### config.mk
export PLATFORM = sky130hd
export DESIGN_NAME = i2s_apb_sequencer
export DESIGN_NICKNAME = d
export VERILOG_FILES = /design/src/rtl/i2s_apb_sequencer_pkg.sv /design/src/rtl/i2s_apb_sequencer_apb_master_if.sv /design/src/rtl/i2s_apb_sequencer.sv
export SDC_FILE = /design/constraint.sdc
export NUM_CORES = 1
export LEC_CHECK = 0
export ABC_AREA = 1
export CORE_UTILIZATION = 45
export DETAILED_ROUTE_END_ITERATION = 6
export DONT_BUFFER_PORTS = 1
export PLACE_DENSITY_LB_ADDON = 0.12
export SLEW_MARGIN = 10
export SYNTH_ARGS = -nofsm -noshare
export SYNTH_HDL_FRONTEND = slang
export SYNTH_SLANG_ARGS = --single-unit
### constraint.sdc
create_clock -name pclk -period 2.5 [get_ports pclk]
set_clock_uncertainty 0.2 [all_clocks]
set_input_delay 0.625 -clock pclk [delete_from_list [all_inputs] [get_ports pclk]]
set_output_delay 0.625 -clock pclk [all_outputs]
set_load 0.05 [all_outputs]
### src/rtl/i2s_apb_sequencer_pkg.sv
// ---------------------------------------------------------------------------
// i2s_apb_sequencer_pkg
// Shared types and constants for the I2S APB sequencer:
//   OP_t        - transceiver control word (tran_en is bit 0)
//   seq_state_t - sequencer FSM state encoding
//   *_OFS       - register offsets inside the I2S_top window
//   STAT_*_BIT  - STATUS register bit positions
// Optional build macro used by the sequencer files: I2S_SEQ_TIMEOUT_EN.
// ---------------------------------------------------------------------------
package i2s_apb_sequencer_pkg;

    typedef struct packed {
        logic [30:0] op_cfg;
        logic        tran_en;
    } OP_t;

    typedef enum logic [2:0] {
        S_IDLE,
        S_CFG,
        S_STAT,
        S_TXW,
        S_RXR,
        S_GAP,
        S_DIS,
        S_FIN
    } seq_state_t;

    localparam logic [31:0] CTRL_OFS = 32'h0000_0000;
    localparam logic [31:0] TX_OFS   = 32'h0000_0004;
    localparam logic [31:0] RX_OFS   = 32'h0000_0008;
    localparam logic [31:0] STAT_OFS = 32'h0000_000C;

    localparam int STAT_TXFULL_BIT  = 0;
    localparam int STAT_RXEMPTY_BIT = 1;

    // Control word as written to CTRL, with the enable bit overridden.
    function automatic logic [31:0] with_tran_en(input OP_t c, input logic en);
        OP_t r;
        r         = c;
        r.tran_en = en;
        return r;
    endfunction

endpackage

### src/rtl/i2s_apb_sequencer_apb_master_if.sv
// ---------------------------------------------------------------------------
// apb_master_if
// Single-transfer APB master. A one-cycle req while idle starts a SETUP
// cycle; ACCESS is held until pready. ack is high in the completion cycle
// and rdata is valid alongside it.
// Ports:
//   clk, srst                     clock, synchronous active-high reset
//   req, wr, addr, wdata          transfer request (sampled when idle)
//   psel, penable, pwrite,
//   paddr, pwdata, prdata, pready APB master signals
//   idle                          no transfer in flight
//   ack, rdata                    completion strobe and read data
//   timeout                       transfer abandoned (I2S_SEQ_TIMEOUT_EN only)
// Macro I2S_SEQ_TIMEOUT_EN: abandon an ACCESS phase after 255 cycles
// without pready; otherwise wait indefinitely and timeout stays 0.
// ---------------------------------------------------------------------------
module apb_master_if (
    input  logic        clk,
    input  logic        srst,
    input  logic        req,
    input  logic        wr,
    input  logic [31:0] addr,
    input  logic [31:0] wdata,
    output logic        psel,
    output logic        penable,
    output logic        pwrite,
    output logic [31:0] paddr,
    output logic [31:0] pwdata,
    input  logic [31:0] prdata,
    input  logic        pready,
    output logic        idle,
    output logic        ack,
    output logic [31:0] rdata,
    output logic        timeout
);

    logic        psel_reg;
    logic        penable_reg;
    logic        pwrite_reg;
    logic [31:0] paddr_reg;
    logic [31:0] pwdata_reg;
    logic        access;

    assign access = psel_reg && penable_reg;

`ifdef I2S_SEQ_TIMEOUT_EN
    logic [7:0] wait_cnt_reg;

    always_ff @(posedge clk) begin
        if (srst || !access || pready) begin
            wait_cnt_reg <= '0;
        end else begin
            wait_cnt_reg <= wait_cnt_reg + 8'd1;
        end
    end

    // Counter reads 254 in the 255th ACCESS cycle without pready.
    assign timeout = access && !pready && (wait_cnt_reg == 8'd254);
`else
    assign timeout = 1'b0;
`endif

    always_ff @(posedge clk) begin
        if (srst) begin
            psel_reg    <= 1'b0;
            penable_reg <= 1'b0;
            pwrite_reg  <= 1'b0;
            paddr_reg   <= '0;
            pwdata_reg  <= '0;
        end else if (!psel_reg) begin
            if (req) begin
                psel_reg    <= 1'b1;
                penable_reg <= 1'b0;
                pwrite_reg  <= wr;
                paddr_reg   <= addr;
                pwdata_reg  <= wdata;
            end
        end else if (!penable_reg) begin
            penable_reg <= 1'b1;
        end else if (pready || timeout) begin
            // Address/data are left in place; only the strobes drop.
            psel_reg    <= 1'b0;
            penable_reg <= 1'b0;
        end
    end

    assign psel    = psel_reg;
    assign penable = penable_reg;
    assign pwrite  = pwrite_reg;
    assign paddr   = paddr_reg;
    assign pwdata  = pwdata_reg;
    assign idle    = !psel_reg;
    assign ack     = access && pready;
    assign rdata   = prdata;

endmodule

### src/rtl/i2s_apb_sequencer.sv
// ---------------------------------------------------------------------------
// i2s_apb_sequencer
// APB master that enables an I2S_top transceiver, streams tx_len words into
// its TX register, drains rx_len words from its RX register, then disables
// it. STATUS is polled before every data transfer; when both directions can
// be served they alternate, RX first after each start.
// Ports:
//   pclk, preset                  clock, synchronous active-high reset
//   start, abort                  start pulse (IDLE only), abort level
//   cfg, tx_len, rx_len           control word and word counts (at start)
//   tx_data, tx_valid, tx_ready   TX word stream in
//   rx_data, rx_valid             RX word stream out
//   psel .. pready                APB master port
//   busy, done, err               sequence status
// Macro I2S_SEQ_TIMEOUT_EN: APB transfers abandon after 255 stalled ACCESS
// cycles and err is set; otherwise err is tied to 0.
// ---------------------------------------------------------------------------
module i2s_apb_sequencer
    import i2s_apb_sequencer_pkg::*;
#(
    parameter logic [31:0] ADR_OFFSET = 32'h0,
    parameter int          CNT_W      = 16,
    parameter int          POLL_GAP   = 4
) (
    input  logic             pclk,
    input  logic             preset,
    input  logic             start,
    input  logic             abort,
    input  logic [31:0]      cfg,
    input  logic [CNT_W-1:0] tx_len,
    input  logic [CNT_W-1:0] rx_len,
    input  logic [31:0]      tx_data,
    input  logic             tx_valid,
    output logic             tx_ready,
    output logic [31:0]      rx_data,
    output logic             rx_valid,
    output logic             psel,
    output logic             penable,
    output logic             pwrite,
    output logic [31:0]      paddr,
    output logic [31:0]      pwdata,
    input  logic [31:0]      prdata,
    input  logic             pready,
    output logic             busy,
    output logic             done,
    output logic             err
);

    localparam int GAP_W = (POLL_GAP > 1) ? $clog2(POLL_GAP) : 1;
    localparam logic [GAP_W-1:0] GAP_LAST = GAP_W'((POLL_GAP > 0) ? POLL_GAP - 1 : 0);

    seq_state_t       state_reg, state_next;
    OP_t              cfg_reg;
    logic [CNT_W-1:0] tx_len_reg, rx_len_reg;
    logic [CNT_W-1:0] tx_sent_reg, rx_got_reg;
    logic             last_tx_reg;
    logic             abort_pend_reg;
    logic [GAP_W-1:0] gap_cnt_reg;
    logic [31:0]      rx_data_reg;
    logic             rx_valid_reg;

    logic        m_req, m_wr, m_idle, m_ack, m_timeout;
    logic [31:0] m_addr, m_wdata, m_rdata;

    logic tx_elig, rx_elig, pick_tx, pick_rx, abort_now, all_done;

    apb_master_if u_apb (
        .clk     (pclk),
        .srst    (preset),
        .req     (m_req),
        .wr      (m_wr),
        .addr    (m_addr),
        .wdata   (m_wdata),
        .psel    (psel),
        .penable (penable),
        .pwrite  (pwrite),
        .paddr   (paddr),
        .pwdata  (pwdata),
        .prdata  (prdata),
        .pready  (pready),
        .idle    (m_idle),
        .ack     (m_ack),
        .rdata   (m_rdata),
        .timeout (m_timeout)
    );

    // Eligibility is only meaningful in the STATUS read completion cycle.
    assign tx_elig   = (tx_sent_reg < tx_len_reg) && tx_valid && !m_rdata[STAT_TXFULL_BIT];
    assign rx_elig   = (rx_got_reg < rx_len_reg) && !m_rdata[STAT_RXEMPTY_BIT];
    assign pick_tx   = tx_elig && (!rx_elig || !last_tx_reg);
    assign pick_rx   = rx_elig && !pick_tx;
    assign abort_now = abort || abort_pend_reg;
    assign all_done  = (tx_sent_reg == tx_len_reg) && (rx_got_reg == rx_len_reg);

    always_comb begin
        state_next = state_reg;
        m_req      = 1'b0;
        m_wr       = 1'b0;
        m_addr     = ADR_OFFSET + STAT_OFS;
        m_wdata    = '0;
        unique case (state_reg)
            S_IDLE: begin
                if (start) begin
                    state_next = ((tx_len == '0) && (rx_len == '0)) ? S_DIS : S_CFG;
                end
            end
            S_CFG: begin
                m_req   = m_idle;
                m_wr    = 1'b1;
                m_addr  = ADR_OFFSET + CTRL_OFS;
                m_wdata = with_tran_en(cfg_reg, 1'b1);
                if (m_timeout) begin
                    state_next = S_DIS;
                end else if (m_ack) begin
                    state_next = abort_now ? S_DIS : S_STAT;
                end
            end
            S_STAT: begin
                // psel low here means the poll has not been issued yet,
                // so completion/abort is decided before touching the bus.
                if (m_idle) begin
                    if (abort_now || all_done) begin
                        state_next = S_DIS;
                    end else begin
                        m_req = 1'b1;
                    end
                end else if (m_timeout) begin
                    state_next = S_DIS;
                end else if (m_ack) begin
                    if (abort_now) begin
                        state_next = S_DIS;
                    end else if (pick_tx) begin
                        state_next = S_TXW;
                    end else if (pick_rx) begin
                        state_next = S_RXR;
                    end else begin
                        state_next = (POLL_GAP == 0) ? S_STAT : S_GAP;
                    end
                end
            end
            S_TXW: begin
                m_req   = m_idle;
                m_wr    = 1'b1;
                m_addr  = ADR_OFFSET + TX_OFS;
                m_wdata = tx_data;
                if (m_timeout) begin
                    state_next = S_DIS;
                end else if (m_ack) begin
                    state_next = abort_now ? S_DIS : S_STAT;
                end
            end
            S_RXR: begin
                m_req  = m_idle;
                m_addr = ADR_OFFSET + RX_OFS;
                if (m_timeout) begin
                    state_next = S_DIS;
                end else if (m_ack) begin
                    state_next = abort_now ? S_DIS : S_STAT;
                end
            end
            S_GAP: begin
                if (abort_now || all_done) begin
                    state_next = S_DIS;
                end else if (gap_cnt_reg == GAP_LAST) begin
                    state_next = S_STAT;
                end
            end
            S_DIS: begin
                m_req   = m_idle;
                m_wr    = 1'b1;
                m_addr  = ADR_OFFSET + CTRL_OFS;
                m_wdata = with_tran_en(cfg_reg, 1'b0);
                if (m_timeout || m_ack) begin
                    state_next = S_FIN;
                end
            end
            S_FIN: begin
                state_next = S_IDLE;
            end
            default: begin
                state_next = S_IDLE;
            end
        endcase
    end

    always_ff @(posedge pclk) begin
        if (preset) begin
            state_reg      <= S_IDLE;
            cfg_reg        <= '0;
            tx_len_reg     <= '0;
            rx_len_reg     <= '0;
            tx_sent_reg    <= '0;
            rx_got_reg     <= '0;
            last_tx_reg    <= 1'b0;
            abort_pend_reg <= 1'b0;
            gap_cnt_reg    <= '0;
            rx_data_reg    <= '0;
            rx_valid_reg   <= 1'b0;
        end else begin
            state_reg    <= state_next;
            rx_valid_reg <= 1'b0;

            if (state_reg == S_IDLE) begin
                if (start) begin
                    cfg_reg        <= cfg;
                    tx_len_reg     <= tx_len;
                    rx_len_reg     <= rx_len;
                    tx_sent_reg    <= '0;
                    rx_got_reg     <= '0;
                    // Pretend TX was served last so the first tie goes to RX.
                    last_tx_reg    <= 1'b1;
                    abort_pend_reg <= 1'b0;
                end
            end else if (abort && (state_reg != S_DIS) && (state_reg != S_FIN)) begin
                abort_pend_reg <= 1'b1;
            end

            if ((state_reg == S_STAT) && m_ack && (pick_tx || pick_rx)) begin
                last_tx_reg <= pick_tx;
            end

            if ((state_reg == S_TXW) && m_ack && (tx_sent_reg < tx_len_reg)) begin
                tx_sent_reg <= tx_sent_reg + CNT_W'(1);
            end

            if ((state_reg == S_RXR) && m_ack) begin
                rx_data_reg  <= m_rdata;
                rx_valid_reg <= 1'b1;
                if (rx_got_reg < rx_len_reg) begin
                    rx_got_reg <= rx_got_reg + CNT_W'(1);
                end
            end

            if ((state_next == S_GAP) && (state_reg != S_GAP)) begin
                gap_cnt_reg <= '0;
            end else if (state_reg == S_GAP) begin
                gap_cnt_reg <= gap_cnt_reg + GAP_W'(1);
            end
        end
    end

`ifdef I2S_SEQ_TIMEOUT_EN
    logic err_reg;

    always_ff @(posedge pclk) begin
        if (preset) begin
            err_reg <= 1'b0;
        end else if ((state_reg == S_IDLE) && start) begin
            err_reg <= 1'b0;
        end else if (m_timeout) begin
            err_reg <= 1'b1;
        end
    end

    assign err = err_reg;
`else
    assign err = 1'b0;
`endif

    assign busy     = (state_reg != S_IDLE) && (state_reg != S_FIN);
    assign done     = (state_reg == S_FIN);
    assign tx_ready = (state_reg == S_TXW) && m_ack;
    assign rx_data  = rx_data_reg;
    assign rx_valid = rx_valid_reg;

endmodule

# Yosys cells after proc, flatten, opt, wreduce, memory -nomap -nowiden
# Cells that the tools add are included.
[classes]
add_sub_neg = 3
magnitude_cmp = 2
n_eq_ne = 15
n_mux = 40
bitwise = 1
reduce_logical = 48
[op_table]
columns = ["op", "n"]
rows = [
  ["16-bit two-way mux", 7],
  ["32-bit case mux with 3 select lines", 1],
  ["3-bit two-way mux", 12],
  ["16-bit by 1-bit adder with 16-bit output, second input constant", 2],
  ["16-bit equality test", 2],
  ["16-bit zero test", 2],
  ["16-bit < comparator", 2],
  ["1-bit logical AND", 18],
  ["3-bit case mux with 6 select lines", 1],
  ["1-bit two-way mux", 17],
  ["3-bit equality test, second input constant", 5],
  ["4-bit case mux with 3 select lines", 1],
  ["2-bit nonzero test", 6],
  ["2-bit AND reduction", 5],
  ["3-bit inequality test, second input constant", 3],
  ["3-bit by 2-bit equality test with 1-bit output, second input constant", 2],
  ["1-bit zero test", 6],
  ["3-bit OR reduction", 2],
  ["1-bit logical OR", 4],
  ["2-bit OR reduction", 2],
  ["4-bit OR reduction", 1],
  ["3-bit by 1-bit equality test with 1-bit output, second input constant", 1],
  ["3-bit zero test", 1],
  ["3-bit nonzero test", 1],
  ["other kinds (5)", 5],
]
[totals]
regBits = 202
input_bits = 134

# Logic depth before layout (Yosys ltp)
# Gate-level depths: netlist (run 1).
[depth]
word_depth = 16
mapped_depth = 22
ltp_nobuf = 22

# By module
# A second synthesis (run 1) with hierarchy kept.
[unflattened]
cells_unflattened = 1418
area_unflattened_um2 = 9814.4
[modules_own_cells]
columns = ["module", "n_inst", "cells_per_inst", "area_each_um2", "seq_area_each_um2"]
rows = [
  ["i2s_apb_sequencer", 1, 953, 6734.0, 2702.6],
  ["apb_master_if", 1, 465, 3080.5, 1341.3],
]

# Worst setup path after synthesis (run 1)
# Ideal clock, no wire load.
[synth_path]
path_kind = "register to output"
startpoint = "register state_reg[0]"
endpoint = "output busy"
t_arrival_ns = 2.153
required_time_ns = 1.675
setup_slack_ns = -0.478
stages_incl_launch_ff = 5
n_path_buf = 1
cell_sequence = "dfxtp_1 buf_6 inv_2 nor3_1 nor2_1"
[synth_between]
elab_chain_cells = 2
elab_cells_between_ends = 3
[synth_rtl]
columns = ["item", "line", "source"]
rows = [
  ["from (decl)", "i2s_apb_sequencer.sv:52", "seq_state_t state_reg, state_next;"],
  ["from (signal assigned)", "i2s_apb_sequencer.sv:200", "state_reg <= state_next;"],
  ["3-bit inequality test or 3-bit nonzero test (tied branches)", "i2s_apb_sequencer.sv:260", "assign busy = (state_reg != S_IDLE) && (state_reg != S_FIN);"],
  ["1-bit logical AND *", "i2s_apb_sequencer.sv:260", ""],
  ["to (decl)", "i2s_apb_sequencer.sv:44", "output logic busy,"],
]
# Mark *: on every way between the ends. The rest lies on a longest branch, timed or not.

# Worst setup path in the final report (run 1)
[layout_path]
startpoint = "register tx_len_reg[4]"
endpoint = "register u_apb.pwdata_reg[30] (netlist: u_apb.pwdata[30])"
[layout_between]
elab_chain_cells = 7
[layout_rtl]
columns = ["item", "line", "source"]
rows = [
  ["from (decl)", "i2s_apb_sequencer.sv:54", "logic [CNT_W-1:0] tx_len_reg, rx_len_reg;"],
  ["from (signal assigned)", "i2s_apb_sequencer.sv:206", "tx_len_reg <= tx_len;"],
  ["16-bit equality test", "i2s_apb_sequencer.sv:93", "assign all_done = (tx_sent_reg == tx_len_reg) && (rx_got_reg == rx_len_reg);"],
  ["1-bit logical AND", "i2s_apb_sequencer.sv:93", ""],
  ["1-bit logical OR", "i2s_apb_sequencer.sv:122", "if (abort_now || all_done) begin"],
  ["1-bit two-way mux", "i2s_apb_sequencer.sv:122", ""],
  ["1-bit two-way mux", "i2s_apb_sequencer.sv:121", "if (m_idle) begin"],
  ["1-bit case mux with 2 select lines", "i2s_apb_sequencer.sv:101", "unique case (state_reg)"],
  ["2-bit AND reduction (no line)", "n/a", ""],
  ["to (signal assigned)", "i2s_apb_sequencer_apb_master_if.sv:76", "pwdata_reg <= wdata;"],
  ["to (decl)", "i2s_apb_sequencer_apb_master_if.sv:41", "logic [31:0] pwdata_reg;"],
]
# Every way passes these cells.
# A chain may end at the register's enable or synchronous reset.

==> flow_metrics.tcl, run 1 <==
set metrics [dict create \
    viasPerCell 5.11 \
    wl_um 20400 \
    grt.total_usage_pct 20.6 \
    top_usage_layer "met2" \
    grt_start_max_net_pins 85 \
    place_inst 1350 \
    synth_cell_types 48 \
    synth_fa_ha_area_share_pct 5.26 \
    grt_overflow 0 \
    critPathRequiredTime_ns 2.65 \
    yosys_register_bits 172 \
    cp_max_fo 13 \
    htree_num_levels 4 \
    setup_ws_ns 0.0991 \
    drt_iter0_drc 334 \
    hp-class "in2reg" \
    grtUsageMet3_pct 5.81 \
    fin_cells 1390 \
    hold_buffers 0 \
    start_util_pct 46.2 \
    end_kind "flop" \
    die_h_um 138 \
    fin_area_um2 9460 \
    core_area_um2 18000 \
    yosysSeqAreaShare_pct 41.4 \
    finalSetupViolCount 0 \
    ir_drop_mv 0.549 \
    drv_slew 0 \
    num_vias 7104 \
    synth_compound_area_share_pct 19.9 \
    synthMuxAreaShare_pct 0.120 \
    path_delay_family "simple AND/OR/NAND/NOR gates" \
    max_cap_violations 0 \
    dieArea_um2 19000 \
    cts_max_path_buffers 2 \
    dpl.hpwl_um 14000 \
    powerDensity_nw_per_um2 987 \
    p_leak_uw 0.00391 \
    synthSimpleGateAreaFrac_pct 20.0 \
    synth_top_area_share_pct 41.4 \
    worstMarginPinSlew_ns 0.562 \
    synth_area_um2 8320 \
    path_class "reg2reg" \
    regArea_um2 3450 \
    final.setup.tns_ns 0 \
    ff2ff_setup_slack_ns 0.1 \
    crit_path_cell_trace "inv_2 -> ha_1 -> nand2_2 -> nor2_2 -> nand4_1 -> nor2_2 -> nand4_1 -> nand2_2 -> o21ai_2 -> nand2_4 -> buf_6 -> buf_12 -> nand2_1 -> a21oi_1" \
    critPathMaxStageDelay_ns 0.33 \
    drc_errors 0 \
    grt_pass1_wl_um 30800 \
    wl_per_cell_um 14.7 \
    finalCriticalPeriod_ns 2.40 \
    dpl_cell_area_um2 8580 \
    antenna_found_initial 2 \
    cp.arrival_ns 2.55 \
    root_buffer "clkbuf_16" \
    layout_common_cells "169 x dfxtp_1, 168 x nand2_1, 145 x inv_1" \
    outcome "finished, final reports clean" \
    clk_pin_slew_ns 0.07 \
    areaGrowthSynthToFinish_pct 13.7 \
    ant_nets 0 \
    grtUsageMet2_pct 33.4 \
    worstSetupStartpointType "flop" \
    multi_input_area_um2 4090 \
    critPathBufInv 3 \
    finalHoldViolCount 0 \
    routabilityCongestion 0.842 \
    yosys-top-cells-area "dfxtp_1 41%, nand2_1 8.1%, a21oi_1 7.6%, o21ai_0 7.0%, inv_1 6.7%" \
    syn_avg_cell_area_um2 7.32 \
    worstSkewPairLatency_ns 0.42 \
    synth_top_family_by_area "simple AND/OR/NAND/NOR gates" \
    nFillCells 1777 \
    place_ws_ns -0.0492 \
    synthXorXnorAreaFrac_pct 0.316 \
    drive_above_1_share_pct 14.4 \
    maxSlewHeadroom_pct 62.5 \
    die_w_um 138 \
    grt_pass1_vias 6260 \
    ioPinCount 238 \
    cts_tree "built" \
    layout_commonest_cell "dfxtp_1" \
    syn_inst 1137 \
    whs_ns 0.0698 \
    yosys_warnings 0 \
    synth_top_cell_by_area "dfxtp_1" \
    numCtsBuffers 17 \
    std_cell_rows 49 \
    fin_nets 1317 \
    crit_slowest_cell "dfxtp_2" \
    fmax_mhz 417 \
    fin_crit_sh_pct 96.0 \
    drt_pass1_iterations 5 \
    clock-sinks 172 \
    port_buffers 0 \
    use_met1_pct 26.7 \
]
report_power, final:
group          switching [uW]  internal [uW]
registers                 423           3200
clock network            1180           1490
logic                    1980           1070
layout make-up:
| class | instances | share of cell area [%] |
|---|---|---|
| antenna | 1 | 0.0265 |
| clock buffer | 17 | 4.50 |
| clock inverter | 14 | 1.67 |
| inverter | 160 | 6.46 |
| multi-input combinational | 750 | 43.3 |
| sequential | 172 | 36.4 |
| tap | 229 | 3.03 |
| timing repair buffer | 46 | 4.58 |
| timing repair inverter | 1 | 0.0529 |
worst reg2reg max path: stages, from the launching register on:
cell     delay (ns)
dfxtp_2        0.33
inv_2          0.04
ha_1           0.28
nand2_2        0.05
nor2_2         0.16
nand4_1        0.16
nor2_2         0.15
nand4_1        0.11
nand2_2        0.17
o21ai_2        0.10
nand2_4        0.13
buf_6          0.12
buf_12         0.13
nand2_1        0.05
a21oi_1        0.16
repair_timing:
| action | in CTS | in global routing |
|---|---|---|
| pin swaps | 0 | 19 |
| setup buffers | 0 | 6 |
| cloned | 0 | 2 |
| hold endpoints to repair | 0 | 0 |
| endpoints found under the setup margin | 31 | 54 |
| resized for setup | 2 | 63 |
worst paths after layout:
path                                                 endpoint                  startpoint  cells past startpoint
worst max register to register  u_apb.pwdata[30]$_SDFFE_PP0P_  tx_len_reg[4]$_SDFFE_PP0P_                     14
worst min register to register       cfg_reg[13]$_SDFFE_PP0P_    cfg_reg[13]$_SDFFE_PP0P_                      2
worst max-delay path            u_apb.pwdata[30]$_SDFFE_PP0P_  tx_len_reg[4]$_SDFFE_PP0P_                     14
worst min-delay path                rx_got_reg[11]$_SDFF_PP0_                      preset                      1
metal layers:
layer  part of all wire (%)  vias to the layer above
li1                       -                     3675
met1                     46                     3211
met2                     45                      202
met3                    7.0                       16
met4                    1.2                        0
met5                      0                        -
synthesized netlist by cell type, drive strengths merged:
master / instances
nand2: 183
dfxtp: 172
inv: 158
nor2: 140
a21oi: 126
o21ai: 119
buf: 49
clkbuf: 36
ha: 35
o22ai: 31
nand3: 30
a221oi: 8
nor4: 8
nand4: 7
nor3: 7
a211oi: 6
o211ai: 3
a2111oi: 2
a21o: 2
a311oi: 2
a31oi: 2
clkinv: 2
xnor2: 2
a22oi: 1
and3: 1
conb: 1
mux2i: 1
o31ai: 1
or2: 1
xor2: 1
through the flow:
step	utilization, %	power (uW)
final	52.5	9340
after floorplan	-	5670
after detailed placement	47.6	6300
after global routing	52.5	9910
after CTS	50.9	8980
after global placement	47.6	6250
cells by family (layout without fill, tap and decap cells):
group	after synthesis	count (layout)
and+or+nand+nor	377	377
buffers and inverters	245	238
DFF	172	172
adders and majority gates	35	35
other	1	32
AOI/OAI and AO/OA	303	303
xor gates and xnor gates	3	3
muxes	1	1
No activity file was read; power rests on OpenSTA's default activity.
==> run 2, diff against run 1 <==
--- a/config.mk
+++ b/config.mk
@@ -13,4 +13,5 @@
 export SLEW_MARGIN = 10
 export SYNTH_ARGS = -nofsm -noshare
 export SYNTH_HDL_FRONTEND = slang
+export SYNTH_HIERARCHICAL = 1
 export SYNTH_SLANG_ARGS = --single-unit
==> flow_metrics.tcl, run 2 <==
set metrics [dict create \
    yosys_warnings 6 \
    num_vias 8372 \
    finalHoldViolCount 0 \
    finalCriticalPeriod_ns 2.43 \
    htree_num_levels 1 \
    wl_um 24900 \
    fmax_mhz 412 \
    grt.total_usage_pct 21.1 \
    cp.arrival_ns 1.60 \
    hp-class "in2reg" \
    power_frac_seq_pct 40.0 \
    p_clk_share_pct 26.1 \
    yosysSeqAreaShare_pct 41.2 \
    p_int_uw 7540 \
    synth_area_um2 9810 \
    layout_common_cells "242 x nor2_1, 206 x nand2_1, 192 x dfxtp_1" \
    synth_cell_types 42 \
    ff2ff_setup_slack_ns 0.12 \
    critPathMaxStageDelay_ns 0.48 \
    port_buffers 0 \
    critPathBufInv 2 \
    drc_errors 0 \
    worstSetupStartpointType "flop" \
    crit_slowest_cell "dfxtp_1" \
    finalSetupViolCount 0 \
    routabilityCongestion 0.857 \
    synth_top_area_share_pct 41.2 \
    cp_max_fo 7 \
    synth.most_common_cell "nor2_1" \
    end_kind "output port" \
    std_cell_rows 53 \
    yosys_register_bits 202 \
    fin_cells 1707 \
    syn_inst 1418 \
    cts_max_path_buffers 3 \
    worstMarginPinSlew_ns 0.932 \
    layout_commonest_cell "nor2_1" \
    p_leak_uw 0.00468 \
    drt_iter0_drc 348 \
    power.share.switching_pct 40.9 \
    root_buffer "clkbuf_16" \
    synthTopCellsByCount "253 x nor2_1, 217 x nand2_1, 202 x dfxtp_1" \
    synth_top_cell_by_area "dfxtp_1" \
    fin_nets 1585 \
    path_class "reg2out" \
    viasPerCell 4.90 \
    worstSkewPairLatency_ns 0.51 \
    die_w_um 150 \
    core_area_um2 21200 \
    clock-sinks 202 \
    place_ws_ns 0.0216 \
    start_util_pct 46.3 \
    antenna_found_initial 0 \
    outcome "finished, final reports clean" \
    dieArea_um2 22400 \
    max_cap_violations 0 \
    numCtsBuffers 24 \
    grt_start_max_net_pins 71 \
    synthArstFlopShare_pct 0 \
    ir_drop_mv 0.560 \
    dpl.hpwl_um 16900 \
    drv_slew 0 \
    path_delay_family "flip-flops" \
    die_h_um 150 \
    grt_pass1_wl_um 38000 \
    pwr-share-comb_pct 33.9 \
    maxSlewHeadroom_pct 37.7 \
    cts_tree "built" \
    n_antenna_cell 0 \
    crit_top_cell "nor2_4" \
    nFillCells 2143 \
    clk_pin_slew_ns 0.06 \
    setup_ws_ns 0.0715 \
    whs_ns 0.0481 \
    ioPinCount 238 \
    syn_avg_cell_area_um2 6.92 \
    grt_pass1_vias 7448 \
    critPathRequiredTime_ns 1.67 \
    synth_edf_count 0 \
    place_inst 1655 \
    fin_crit_sh_pct 97.1 \
    drive_above_1_share_pct 12.1 \
    yosys-top-cells-area "dfxtp_1 41%, nor2_1 9.7%, nand2_1 8.3%, inv_1 7.5%, o21ai_0 7.3%" \
    areaGrowthSynthToFinish_pct 15.0 \
    wl_per_cell_um 14.6 \
    powerDensity_nw_per_um2 1130 \
    switchingPower_uw 5220 \
    crit_path_cell_trace "nand2_2 -> nor2_4 -> inv_2 -> nor2_4 -> buf_6" \
    synth_ff_type "dfxtp_1" \
    drt_pass1_iterations 5 \
    grt_overflow 0 \
    ant_nets 0 \
]
## run 2: cell types whose count changed after synthesis, moves of 27 or more
| cell | before | now |
|---|---|---|
| o21ai_0 | 117 | 144 |
| o22ai_1 | 31 | 1 |
| nand3_1 | 24 | 87 |
| dfxtp_1 | 172 | 202 |
| nor2_1 | 126 | 253 |
| inv_1 | 148 | 195 |
| nand2_1 | 180 | 217 |
| a21oi_1 | 126 | 98 |
## run 2: cell type report
type,count,area (um2),share of cell area (%)
Clock buffer,39,738,6.54
Timing Repair Buffer,45,497,4.40
Multi-Input combinational cell,938,4860,43.0
Inverter,205,774,6.86
Clock inverter,3,15.0,0.133
Tap cell,275,344,3.05
Sequential cell,202,4060,36.0
## run 2: what timing repair did
item,4_1_cts,5_1_grt
gates cloned,0,5
hold endpoints to repair,17,0
hold buffers,1,0
pin swaps,0,44
resized for setup,5,58
endpoints found under the setup margin,2,78
setup buffers,0,4
## run 2: final timing paths
check / cells past startpoint / endpoint / start
setup / recovery: 5 / tx_ready / state_reg[1]$_SDFF_PP0_
hold / removal: 2 / rx_data[4]$_SDFFE_PP0P_ / prdata[4]
setup reg to reg: 14 / u_apb/paddr[9]$_SDFFE_PP0P_ / tx_sent_reg[4]$_SDFFE_PP0P_
hold reg to reg: 2 / cfg_reg[14]$_SDFFE_PP0P_ / cfg_reg[14]$_SDFFE_PP0P_
## run 2: through the flow
step	setup TNS, ns	utilization, %	total power [uW]	cell area [um2]
3_3_place_gp	0	47.4	8810	10100
2_1_floorplan	0	-	8000	9930
5_1_grt	-1.10	53.2	13700	11300
4_1_cts	0	51.0	12300	10800
3_5_place_dp	0	47.4	8890	10100
6_report	0	53.2	12800	11300
## run 2: logic make-up (layout without fill, tap and decap cells)
logic type	after synthesis	after routing	synth area share [%]
DFF	202	202	41.2
other	2	32	0.0765
and+or+nand+nor	606	606	26.4
AOI/OAI and AO/OA	261	261	13.9
muxes	1	1	0.102
buffers and inverters	308	292	13.6
adders and majority gates	35	35	4.46
xor gates and xnor gates	3	3	0.268
## run 2: layer usage
metal | global-route usage [%] | vias to the layer above | share of wire (%)
met5 | 0 | - | 0
met4 | 5.00 | 0 | 1.6
met3 | 5.24 | 26 | 7.7
met2 | 34.7 | 211 | 47
met1 | 27.5 | 3720 | 44
li1 | - | 4415 | -
## run 2: power groups by stage
| stage | clock network (uW) | registers (uW) | logic, uW |
|---|---|---|---|
| after CTS | 3410 | 5100 | 3740 |
| after global placement | 0 | 5150 | 3660 |
| after global routing | 3560 | 5180 | 4910 |
| final | 3330 | 5100 | 4330 |
| after detailed placement | 0 | 5170 | 3720 |
| after floorplan | 0 | 5110 | 2890 |
